File: config.mk
export PLATFORM = sky130hd
export DESIGN_NAME = pc_stack_sequencer
export DESIGN_NICKNAME = d
export VERILOG_FILES = /design/src/rtl/pc_stack_sequencer.sv
export SDC_FILE = /design/constraint.sdc
export NUM_CORES = 1
export LEC_CHECK = 0
export CAP_MARGIN = 30
export CORE_MARGIN = 4
export CORE_UTILIZATION = 43
export DETAILED_ROUTE_END_ITERATION = 10
export PLACE_DENSITY = 0.8
export SYNTH_ARGS = -nofsm -noshare
export SYNTH_HDL_FRONTEND = slang
export SYNTH_SLANG_ARGS = --single-unit
export TNS_END_PERCENT = 50
File: constraint.sdc
create_clock -name clk -period 2.65 [get_ports clk]
set_clock_uncertainty 0.1 [all_clocks]
set_input_delay 0.3975 -clock clk [delete_from_list [all_inputs] [get_ports clk]]
set_output_delay 0.3975 -clock clk [all_outputs]
set_load 0.05 [all_outputs]
File: src/rtl/pc_stack_sequencer.sv
// Return-stack sequencer: turns CALL/RETURN/RETFIE and interrupt entry into
// push/pop strobes and PC reloads, and tracks stack depth with sticky error flags.
module pc_stack_sequencer #(
  parameter int               WIDTH      = 13,
  parameter int               DEPTH_LOG2 = 3,
  parameter logic [WIDTH-1:0] INT_VECTOR = 13'h004
) (
  input  logic                  clk,
  input  logic                  rst,
  input  logic                  op_valid,
  input  logic [1:0]            op,
  output logic                  op_ready,
  input  logic [WIDTH-1:0]      ret_addr,
  input  logic [WIDTH-1:0]      call_target,
  input  logic                  irq_req,
  output logic                  irq_ack,
  output logic                  stack_push,
  output logic                  stack_pop,
  output logic [WIDTH-1:0]      stack_in,
  input  logic [WIDTH-1:0]      stack_top,
  output logic                  pc_load,
  output logic [WIDTH-1:0]      pc_target,
  output logic                  gie_clr,
  output logic                  gie_set,
  output logic [DEPTH_LOG2:0]   depth,
  output logic                  overflow,
  output logic                  underflow,
  input  logic                  clr_flags
);

  typedef enum logic [1:0] {IDLE, PUSH, POP, LOAD} state_t;
  typedef enum logic [1:0] {K_CALL, K_RET, K_RETFIE, K_INT} kind_t;

  typedef struct packed {
    kind_t            kind;
    logic [WIDTH-1:0] ret;
    logic [WIDTH-1:0] tgt;
  } req_t;

  localparam logic [DEPTH_LOG2:0] FULL = {1'b1, {DEPTH_LOG2{1'b0}}};
  localparam logic [DEPTH_LOG2:0] ONE  = {{DEPTH_LOG2{1'b0}}, 1'b1};

  state_t state, state_nxt;
  req_t   req, req_nxt;
  logic   full, empty, ovf_set, unf_set;

  assign full    = (depth == FULL);
  assign empty   = (depth == '0);
  assign ovf_set = stack_push && full;
  assign unf_set = stack_pop && empty;

  always_comb begin
    state_nxt  = state;
    req_nxt    = req;
    op_ready   = 1'b0;
    irq_ack    = 1'b0;
    stack_push = 1'b0;
    stack_pop  = 1'b0;
    stack_in   = '0;
    pc_load    = 1'b0;
    pc_target  = '0;
    gie_clr    = 1'b0;
    gie_set    = 1'b0;
    case (state)
      IDLE: begin
        // Gated by rst so nothing is acknowledged or accepted while held in reset.
        op_ready = rst && !irq_req;
        if (irq_req && rst) begin
          irq_ack      = 1'b1;
          req_nxt.kind = K_INT;
          req_nxt.ret  = ret_addr;
          req_nxt.tgt  = INT_VECTOR;
          state_nxt    = PUSH;
        end else if (op_valid && rst) begin
          case (op)
            2'b01: begin
              req_nxt.kind = K_CALL;
              req_nxt.ret  = ret_addr;
              req_nxt.tgt  = call_target;
              state_nxt    = PUSH;
            end
            2'b10: begin
              req_nxt.kind = K_RET;
              state_nxt    = POP;
            end
            2'b11: begin
              req_nxt.kind = K_RETFIE;
              state_nxt    = POP;
            end
            default: ;
          endcase
        end
      end
      PUSH: begin
        stack_push = 1'b1;
        stack_in   = req.ret;
        pc_load    = 1'b1;
        pc_target  = req.tgt;
        gie_clr    = (req.kind == K_INT);
        state_nxt  = IDLE;
      end
      POP: begin
        stack_pop = 1'b1;
        state_nxt = LOAD;
      end
      LOAD: begin
        pc_load   = 1'b1;
        pc_target = stack_top;
        gie_set   = (req.kind == K_RETFIE);
        state_nxt = IDLE;
      end
      default: state_nxt = IDLE;
    endcase
  end

  always_ff @(posedge clk or negedge rst) begin
    if (!rst) begin
      state     <= IDLE;
      req       <= '0;
      depth     <= '0;
      overflow  <= 1'b0;
      underflow <= 1'b0;
    end else begin
      state <= state_nxt;
      req   <= req_nxt;
      // Strobes still go out at the limits; only the count saturates.
      if (stack_push && !full)
        depth <= depth + ONE;
      else if (stack_pop && !empty)
        depth <= depth - ONE;
      if (ovf_set)
        overflow <= 1'b1;
      else if (clr_flags)
        overflow <= 1'b0;
      if (unf_set)
        underflow <= 1'b1;
      else if (clr_flags)
        underflow <= 1'b0;
    end
  end

endmodule

### Word level (Yosys, flattened, before mapping)

Cells that the tools add are included.

| storage, ports and cells | value |
|---|---|
| bits of input ports | 46 |
| register bits | 36 |
| word-level logic and storage cells | 66 |

| operators by class | value |
|---|---|
| muxes and demuxes | 23 |
| reduce and logical (&&, ||, !) cells | 23 |
| equal/unequal tests | 11 |
| $add $sub $neg | 2 |

Operators with widths:

| operator | count |
|---|---|
| 2-to-1 mux 28 bit | 2 |
| 2-to-1 mux 26 bit | 1 |
| one-hot mux 13 bit (2 select lines) | 1 |
| 2-to-1 mux 13 bit | 1 |
| == test 2 bit, second input constant | 6 |
| one-hot mux 2 bit (3 select lines) | 2 |
| 2-to-1 mux 1 bit | 11 |
| nonzero test 2 bit | 5 |
| 2-to-1 mux 4 bit | 2 |
| logical AND 1 bit | 7 |
| AND reduction 3 bit | 2 |
| adder 4 x 1 -> 4 bit, second input constant | 1 |
| == test 2 x 1 -> 1 bit, second input constant | 2 |
| == test 4 bit, second input constant | 1 |
| logical NOT 4 bit | 1 |
| 2-to-1 mux 2 bit | 2 |
| inequality test 4 x 3 -> 1 bit, second input constant | 1 |
| one-hot mux 2 bit (2 select lines) | 1 |
| nonzero test 4 bit | 1 |
| OR reduction 2 bit | 2 |
| subtractor 4 x 1 -> 4 bit, second input constant | 1 |
| logical NOT 1 bit | 3 |
| inequality test 3 bit, second input constant | 1 |
| logical NOT 2 bit | 1 |
| AND reduction 2 bit | 1 |

### Longest topological paths before layout

Gate-level depths: netlist of the first run.

| logic depth | value |
|---|---|
| depth after elaboration | 6 |
| gate-level depth with buffers | 9 |

### Worst setup path before layout of the first run

Ideal clock, no wire load.

| timing path | value |
|---|---|
| kind | register to output |
| start point | register state[1] |
| end point | output port op_ready |
| arrival time | 2.437 ns |
| path slack | -0.285 ns |
| path buffers | 2 |
| cell stages (with the launch flop) | 4 |
| cells stage by stage | dfrtp_1 > buf_2 > buf_2 > nor4b_1 |

| between the ends | value |
|---|---|
| cells in the longest elaborated chain, start to end | 2 |

RTL lines:

| what | line | RTL |
|---|---|---|
| from (decl) | 43 | `state_t state, state_nxt;` |
| from (signal assigned) | 124 | `state <= state_nxt;` |
| logical NOT 2 bit | 64 | `case (state)` |
| 2-to-1 mux 1 bit | 64 |  |
| to (decl) | 12 | `output logic op_ready,` |

No other way between the ends.

### Final worst setup path of the first run

| timing path | value |
|---|---|
| start point | register state[0] |
| end point | output port pc_load |

| between the ends | value |
|---|---|
| cells in the longest elaborated chain, start to end | 3 |
| elaborated cells between the ends (all ways) | 4 |
| classes of those cells | 2 x eq/ne; 1 x mux; 1 x reduce/logical |

RTL lines:

| what | line | RTL |
|---|---|---|
| == test 2 bit or == test 2 x 1 -> 1 bit (tied branches) | 64 |  |
| OR reduction 2 bit (no source line) * | - |  |
| 2-to-1 mux 1 bit * | 64 |  |
| to (decl) | 21 | `output logic pc_load,` |

Mark *: on every way between the ends. The rest lies on a longest branch, timed or not.

==> impl_metrics.yaml, run 1 <==
timing:
  setup_viol: 0
  period_share_pct: 87.3
  drv_slew: 0
  hold_viol_final: 0
  rsz0062_at_grt: "no"
  finalCriticalPeriod_ns: 2.31
  worst_pin_slew_ns: 0.517
  whs_ns: 0.149
  max_freq_ghz: 0.432
  slew_headroom_pct: 65.4
global_routing:
  grt_start_max_net_pins: 37
  grt_overflow: 0
  globalRouteTotalUtil_pct: 18.3
  grt_pass1_wl_um: 8470
  antenna_found_initial: 0
  grt_pass1_vias: 1670
layout:
  final_cell_mix: "51 x clkdlybuf4s50_1, 36 x dfrtp_1, 32 x buf_12"
  finalNetCount: 333
  layout_commonest_cell: "clkdlybuf4s50_1"
  area_delta_synth_final_pct: 63.5
  drive_above_1_share_pct: 23.4
  nFillCells: 305
  final_util_pct: 74.7
  regArea_um2: 901
  antennaDiodeCount: 0
  multi_input_area_um2: 1030
power_and_ir_drop:
  peakVddDrop_mv: 0.426
  total_power_mw: 2.81
  p_leak_nw: 1.40
  power_density_nw_per_um2: 841
yosys:
  syn_inst: 196
  ys_seq_elements: 36
  synth_top_family_by_area: "simple AND/OR/NAND/NOR gates"
  synth-xor-area-share_pct: 1.29
  ys_seq_area_share_pct: 44.1
  synth_compound_area_share_pct: 13.5
  yosysUniqueCellTypes: 37
  synthMuxAreaShare_pct: 15.7
  async_flop_share_pct: 100
  syn_area_um2: 2040
  syn-num-nets: 248
  syn_area_per_cell_um2: 10.4
  synth-edff-count: 0
  yosys.area_share.simple_pct: 15.8
  synthAdderAreaFrac_pct: 4.04
  synth_ff_type: "dfrtp_1"
  yosysWarnings: 0
worst_setup_path:
  r2r-end: "depth[3]$_DFFE_PN0P_"
  r2r_slack_ns: 0.41
  r2r_start: "depth[0]$_DFFE_PN0P_"
  endpoint_kind: "output pin"
  crit_family: "buffers and inverters"
  crit_chain: "buf_4 -> clkdlybuf4s50_1"
  worstRegToRegCells: 7
  slowest_stage: "clkdlybuf4s50_1"
  start_kind: "flop"
  worst-setup-path-type: "flop to output pin"
  cp_num_buf_inv: 2
  critical-path-max-stage-delay_ns: 0.80
  worst-endpoint-arrival_ns: 1.81
  critPathMaxFanout: 9
  worst_ep_required_time_ns: 2.15
drt:
  drc: 0
  dr.first_iter.drc_count: 46
  wl_per_cell_um: 15.9
  dr.pass1.iters: 4
  final_antenna_net_count: 0
  viasPerCell: 5.30
  routed_wirelength_um: 5310
  num_vias: 1769
cts:
  clock_latency_ns: 0.28
  cts_hold_buf: 1
  clock_sinks: 36
  cts_setup_buffers: 0
  clk_path_buf_depth: 2
  htree_levels: 2
  cts_tree: "built"
  path_clk_slew_ns: 0.07
  root_buffer: "clkbuf_8"
  cts_buffers: 5
  cts_resized: 0
die:
  dieArea_um2: 5920
  initial_core_util_pct: 45.7
  core-area_um2: 4470
  die_w_um: 77.0
  die_h_um: 77.0
  rows: 24
  pin_count: 85
job:
  maxCapViolCount: 0
place:
  dp_hpwl_um: 4070
  portBuffers: 84
  gp_congestion: 0.868
run_status:
  status: "finished clean"
min_path:
  hp-class: "input port to asynchronous set/reset pin"
cells by family (layout without fill, tap and decap cells):
kind of cell    after synthesis  in the layout
flops                        36             36
fa+ha+maj                     6              6
mux                          29             29
buf+inv                      23            109
compound gates               43             43
xor+xnor                      3              3
simple gates                 56             56
layer usage:
metal | vias to the layer above | GRT usage, % | wire length (µm)
met5 | - | 0 | 0
met4 | 0 | 5.43 | 61
met3 | 7 | 5.27 | 338
met2 | 66 | 31.1 | 2550
met1 | 844 | 22.5 | 2360
li1 | 852 | - | -
power by group:
| group | total (mW) | switching, mW | internal, mW |
|---|---|---|---|
| Sequential | 0.881 | 0.145 | 0.735 |
| Clock | 0.398 | 0.186 | 0.212 |
| Combinational | 1.53 | 0.804 | 0.729 |
| Total | 2.81 | 1.14 | 1.68 |
synthesized netlist by cell type (all sizes together), types with 2 or more instances:
cell | instances | area (µm²)
nand2 | 16 | 60.1
mux2i | 13 | 130
clkbuf | 8 | 30.0
mux2 | 15 | 169
inv | 9 | 33.8
nor2 | 3 | 18.8
o21ai | 16 | 80.1
nand2b | 2 | 12.5
ha | 5 | 62.6
nor2b | 13 | 81.3
o31ai | 14 | 105
dfrtp | 36 | 901
a21oi | 6 | 33.8
nor3 | 2 | 10.0
xor2 | 3 | 26.3
buf | 6 | 51.3
and2 | 13 | 81.3
per-stage QoR:
stage | instances | setup WS (ns) | setup TNS (ns) | cell area [µm²]
floorplan | 196 | -0.184 | -0.271 | 2050
global placement | 325 | 0.525 | 0 | 3240
detailed placement | 325 | 0.436 | 0 | 3240
CTS | 334 | 0.319 | 0 | 3340
global route | 334 | 0.266 | 0 | 3340
finish | 334 | 0.338 | 0 | 3340
cell type report:
| type | count | area share, % |
|---|---|---|
| repair buffers | 92 | 36.5 |
| well taps | 52 | 1.95 |
| flip-flops and latches | 36 | 26.9 |
| clock buffers | 8 | 2.69 |
| inverters | 9 | 1.01 |
| multi-input cells | 137 | 31.0 |
worst max path at each step:
stage                         start                   end  slack, ns  cells past startpoint
3_3_place_gp                irq_req               irq_ack       0.53                      4
2_1_floorplan  state[1]$_DFFE_PN0P_  depth[3]$_DFFE_PN0P_      -0.18                      9
4_1_cts        state[0]$_DFFE_PN0P_               pc_load       0.32                      2
5_1_grt        state[0]$_DFFE_PN0P_               pc_load       0.27                      2
6_report       state[0]$_DFFE_PN0P_               pc_load       0.34                      2
3_5_place_dp   depth[0]$_DFFE_PN0P_  depth[3]$_DFFE_PN0P_       0.44                      7
flip-flops by register name (all words and copies together), names as in the netlist:
signal and flops:
req 28, depth 4, state 2, overflow 1
underflow 1
(Power assumes the default switching activity.)
==> run 2: changes to the inputs <==
--- a/config.mk
+++ b/config.mk
@@ -5,11 +5,13 @@
 export SDC_FILE = /design/constraint.sdc
 export NUM_CORES = 1
 export LEC_CHECK = 0
+export ABC_AREA = 1
 export CAP_MARGIN = 30
 export CORE_MARGIN = 4
-export CORE_UTILIZATION = 43
+export CORE_UTILIZATION = 44
+export CTS_CLUSTER_SIZE = 10
 export DETAILED_ROUTE_END_ITERATION = 10
-export PLACE_DENSITY = 0.8
+export PLACE_DENSITY = 0.81
 export SYNTH_ARGS = -nofsm -noshare
 export SYNTH_HDL_FRONTEND = slang
 export SYNTH_SLANG_ARGS = --single-unit
==> run 2 against run 1 <==
Against the previous run:
- sequential power up 8.9%
- critical endpoint is now irq_ack
- register-to-register slack gained 0.19 ns
- final area up 2.0%
- fmax shrank 4.0%
- via count is 11% higher
- flip-flop and latch count unchanged
- first-iteration DRC count is 59% higher
- critical path depth increased by 3
- synthesized cell count increased by 33%
- largest cell class unchanged
==> impl_metrics.yaml, run 2 <==
run_status:
  status: "finished clean"
layout:
  fin_cells: 413
  postLayoutCellArea_um2: 3410
  final_util_pct: 71.7
  largest_register_ffs: 28
  finalNetCount: 397
  regMostFlops: "req"
  drive_above_1_share_pct: 27.7
  antennaDiodeCount: 0
  final_cell_mix: "68 x nand2_1, 50 x clkdlybuf4s50_1, 36 x dfrtp_1"
  reg_top3: "req x28, depth x4, state x2"
  area_delta_synth_final_pct: 57.8
  layout_commonest_cell: "nand2_1"
yosys:
  ys_seq_area_share_pct: 41.7
  synth-edff-count: 0
  synth_ff_type: "dfrtp_1"
  async_flop_share_pct: 100
  syn_area_um2: 2160
  syn_area_per_cell_um2: 8.28
  yosysWarnings: 0
  synth_top_cell_by_area: "dfrtp_1"
  synth_top_area_share_pct: 41.7
  netlist_top_cells_area: "dfrtp_1 42%, nand2_1 12%, o21ai_2 5.7%, nand3_1 5.3%, a21oi_2 5.3%"
  ys_seq_elements: 36
  syn_inst: 261
  yosysMostFrequentCell: "nand2_1"
  syn-num-nets: 313
  synth_common_cells: "68 x nand2_1, 36 x dfrtp_1, 27 x nor2_1, 24 x inv_1, 23 x nand3_1"
  yosysUniqueCellTypes: 27
cts:
  cts_setup_buffers: 0
  clock_sinks: 36
  cts_tree: "built"
  clock_latency_ns: 0.28
  htree_levels: 2
  clk_path_buf_depth: 2
  root_buffer: "clkbuf_8"
  path_clk_slew_ns: 0.06
  cts_buffers: 5
die:
  die_h_um: 78.1
  dieArea_um2: 6100
  die_w_um: 78.1
  initial_core_util_pct: 45.5
  core-area_um2: 4750
  pin_count: 85
  rows: 25
drt:
  routed_wirelength_um: 5370
  viasPerCell: 4.74
  num_vias: 1958
  final_antenna_net_count: 0
  wl_per_cell_um: 13.0
  drc: 0
  dr.first_iter.drc_count: 73
  dr.pass1.iters: 4
worst_setup_path:
  worstRegToRegCells: 8
  worst-endpoint-arrival_ns: 1.91
  r2r_slack_ns: 0.60
  start_kind: "input port"
  endpoint_kind: "output pin"
  worst-setup-path-type: "input port to output pin"
  critPathMaxFanout: 17
  worst_ep_required_time_ns: 2.15
timing:
  slew_headroom_pct: 66.5
  hold_viol_final: 0
  worst_pin_slew_ns: 0.501
  period_share_pct: 90.9
  setup_viol: 0
  drv_slew: 0
  max_freq_ghz: 0.415
  tns_ns: 0
  finalCriticalPeriod_ns: 2.41
  rsz0062_at_grt: "no"
global_routing:
  grt_pass1_vias: 1907
  grt_start_max_net_pins: 27
  grt_overflow: 0
  antenna_found_initial: 0
  grt_pass1_wl_um: 8790
  globalRouteTotalUtil_pct: 18.1
place:
  portBuffers: 84
  placed_cell_area_um2: 3310
  dp_hpwl_um: 4340
  gp_congestion: 0.856
  post-place-cells: 404
job:
  maxCapViolCount: 0
power_and_ir_drop:
  power_density_nw_per_um2: 1270
  p_leak_nw: 1.62
  peakVddDrop_mv: 0.665
  total_power_mw: 4.32
min_path:
  hold_depth: 2
  hp-class: "flop to flop"
run 2: layer usage:
metal  global-route usage [%]  vias to the layer above  wire, µm
met2                     32.0                       62      2840
li1                         -                      983         -
met3                     4.01                        5       360
met4                     6.29                        0        63
met5                        0                        -         0
met1                     21.7                      908      2100
run 2: final timing paths:
check	startpoint	end
min in group asynchronous	rst	req[5]$_DFFE_PN0P_
setup reg to reg	state[1]$_DFFE_PN0P_	depth[3]$_DFFE_PN0P_
setup / recovery	rst	irq_ack
hold / removal	req[0]$_DFFE_PN0P_	req[0]$_DFFE_PN0P_
max in group asynchronous	rst	req[18]$_DFFE_PN0P_
hold reg to reg	req[0]$_DFFE_PN0P_	req[0]$_DFFE_PN0P_
run 2: report_power, final:
part | total (mW) | switching [mW] | leakage (nW) | internal, mW
clock | 0.386 | 0.174 | 0.0455 | 0.212
sequential | 0.959 | 0.155 | 0.432 | 0.805
combinational | 2.97 | 1.77 | 1.14 | 1.21
run 2: layout make-up:
type                    count  area (µm²)
repair buffers             90        1190
fillers                   359        1340
inverters                  28         108
clock buffers               8        90.1
well taps                  67        83.8
multi-input cells         184        1040
flip-flops and latches     36         901
run 2: critical path, stage by stage:
cell and delay (ns):
dlygate4sd3_1 0.52, clkbuf_4 0.28, nand2_2 0.26, nor2_1 0.26, buf_12 0.17
run 2: metrics by stage:
step,hold WS [ns],worst slack [ns]
4_1_cts,0.392,0.0823
3_3_place_gp,0.242,0.489
5_1_grt,0.416,0.0996
2_1_floorplan,0.00191,0.478
6_report,0.388,0.241
3_5_place_dp,0.240,0.437
run 2: logic make-up (layout without fill, tap and decap cells):
family | Yosys count | count (layout) | synth area share (%)
xor+xnor | 2 | 2 | 0.810
compound gates | 37 | 37 | 13.5
fa+ha+maj | 6 | 6 | 3.82
simple gates | 139 | 139 | 29.9
buf+inv | 41 | 126 | 10.4
flops | 36 | 36 | 41.7
run 2: timing repair:
action | 4_1_cts | 5_1_grt
hold buffers | 1 | 0
endpoints found under the setup margin | 0 | 1
hold endpoints to repair | 12 | 0
gates resized for setup | 0 | 1
==> edit (settings of run 2) <==
Encoding of `state_t`: now Gray code (2 bits for 4 states).
--- a/src/rtl/pc_stack_sequencer.sv
+++ b/src/rtl/pc_stack_sequencer.sv
@@ -29,5 +29,5 @@
 );
 
-  typedef enum logic [1:0] {IDLE, PUSH, POP, LOAD} state_t;
+  typedef enum logic [1:0] {IDLE = 2'b00, PUSH = 2'b01, POP = 2'b11, LOAD = 2'b10} state_t;
   typedef enum logic [1:0] {K_CALL, K_RET, K_RETFIE, K_INT} kind_t;
 
Check against the original RTL: no difference found for any inputs over 10 cycles, from zero or initial values and one cycle with rst low; not proved beyond that.
==> edit against run 2 <==
Power is 11% lower. Sequential cell count is the same. Wire length down 4.0%. Cell count down 0.48%. Design area down 4.0%. Area after synthesis down 6.8%. Critical endpoint is now pc_target[3]. Setup slack improved by 0.013 ns. Sequential share of layout area rose by 1.1 points. Critical path type is now register to output port. Non-clock buffer count down 1.
==> edit: results (changes against run 2) <==
.. list-table::
   :header-rows: 1

   * - Metric
     - Value
   * - Fmax
     - 417 MHz (+0.53%)
   * - Leak Pwr
     - 1.62 nW (about the same)
   * - Overall fraction of global-route tracks in use
     - 0.198 (+0.0163)
   * - Largest net degree at the start of global routing
     - 35 (+30%)
   * - Worst-path cell with the longest stage delay
     - ha_1
   * - Vias per Instance
     - 4.88 (+2.9%)
   * - Register-to-register path setup slack
     - 0.58 ns (-0.02 ns)
   * - Post-placement cell area
     - 3190 um2 (-3.7%)
   * - Routability Congestion
     - 0.772 (-9.7%)
   * - Via count of the first global-routing pass
     - 1928 (+1.1%)
   * - Count of multi-input gates
     - 200 (+8.7%)
   * - Average footprint of a synthesized cell
     - 7.36 um2 (-11%)
   * - Commonest cells in the synthesized netlist
     - nand2_1, dfrtp_1, inv_1
   * - Unique cell type count in the Yosys netlist
     - 24 (-11%)
   * - Transition time of the tightest slew-check pin
     - 0.541 ns (+0.0399 ns)
   * - Seq area share
     - 0.275 (+0.0110)
   * - Fraction of layout instances using a drive strength above 1
     - 0.142 (-0.135)
   * - Wire length the detailed router placed on met1
     - 2.06 mm (-2.1%)
   * - Critical path's top delay family
     - adder cells
   * - Post-Route Hold Slack
     - 0.388 ns (-0.000108 ns)
   * - Grt met2 use
     - 0.344 (+0.0240)
   * - Final HPWL DP
     - 4.05 mm (-6.7%)
   * - Proportion of cell area spent on the clock network
     - 0.0237 (-0.00272)
   * - Multi-input gate area
     - 956 um2 (-7.8%)
   * - Length of routed met3 wiring
     - 395 um (+9.7%)
   * - Number of instances in the placed design
     - 403 (-0.25%)
   * - Status
     - finished clean
   * - Inverter count of the layout excluding clock inverters
     - 27 (-3.6%)
   * - Met1 track utilization from global routing
     - 0.228 (+0.0109)
   * - Non-clock buffer area fraction after layout
     - 0.358 (+0.00920)
   * - Total nets after synthesis
     - 331 (+5.8%)
   * - Minimum setup slack after placement
     - 0.458 ns (+0.0209 ns)
   * - Most area-consuming cells after synthesis
     - dfrtp_1, nand2_1, ha_1
   * - Core outline area
     - 4380 um2 (-7.8%)
   * - Met3 GRT Util
     - 0.0567 (+0.0166)
   * - Total length of routed met2 wires
     - 2.62 mm (-7.8%)
   * - Total non-filler cell area in the finished layout
     - 3270 um2 (-4.0%)
   * - # clk buffers
     - 6 (-2)
   * - Maximum vdd ir drop
     - 479 uV (-28%)
   * - Non-clock buffer total of the final layout
     - 89 (-1.1%)
-- edit: logic make-up after synthesis --
kind of cell	share of synthesized area
simple gates	0.295
buf+inv	0.0826
compound gates	0.0944
flops	0.447
fa+ha+maj	0.0720
xor+xnor	0.00869
-- edit: report_power, final --
group / switching, mW / internal, mW / total (mW) / leakage, nW
clock network: 0.184 / 0.179 / 0.362 / 0.0410
registers: 0.181 / 0.804 / 0.984 / 0.452
logic: 1.46 / 1.03 / 2.49 / 1.12
total: 1.83 / 2.01 / 3.84 / 1.62
-- edit: worst paths after layout --
kind                          start      endpoint  cells past startpoint
min in group asynchronous       rst      state[0]                      2
hold / removal              req[20]       req[20]                      2
setup reg to reg           depth[1]      depth[3]                      9
setup / recovery           state[0]  pc_target[3]                      5
max in group asynchronous       rst     underflow                      3
hold reg to reg             req[20]       req[20]                      2
-- edit: tightest hold or removal path: cells and delay by family, from the launching register on --
| family | cells | cell delay [ns] |
|---|---|---|
| flip-flops | 1 | 0.35 |
| AND/OR/NAND/NOR | 2 | 0.12 |
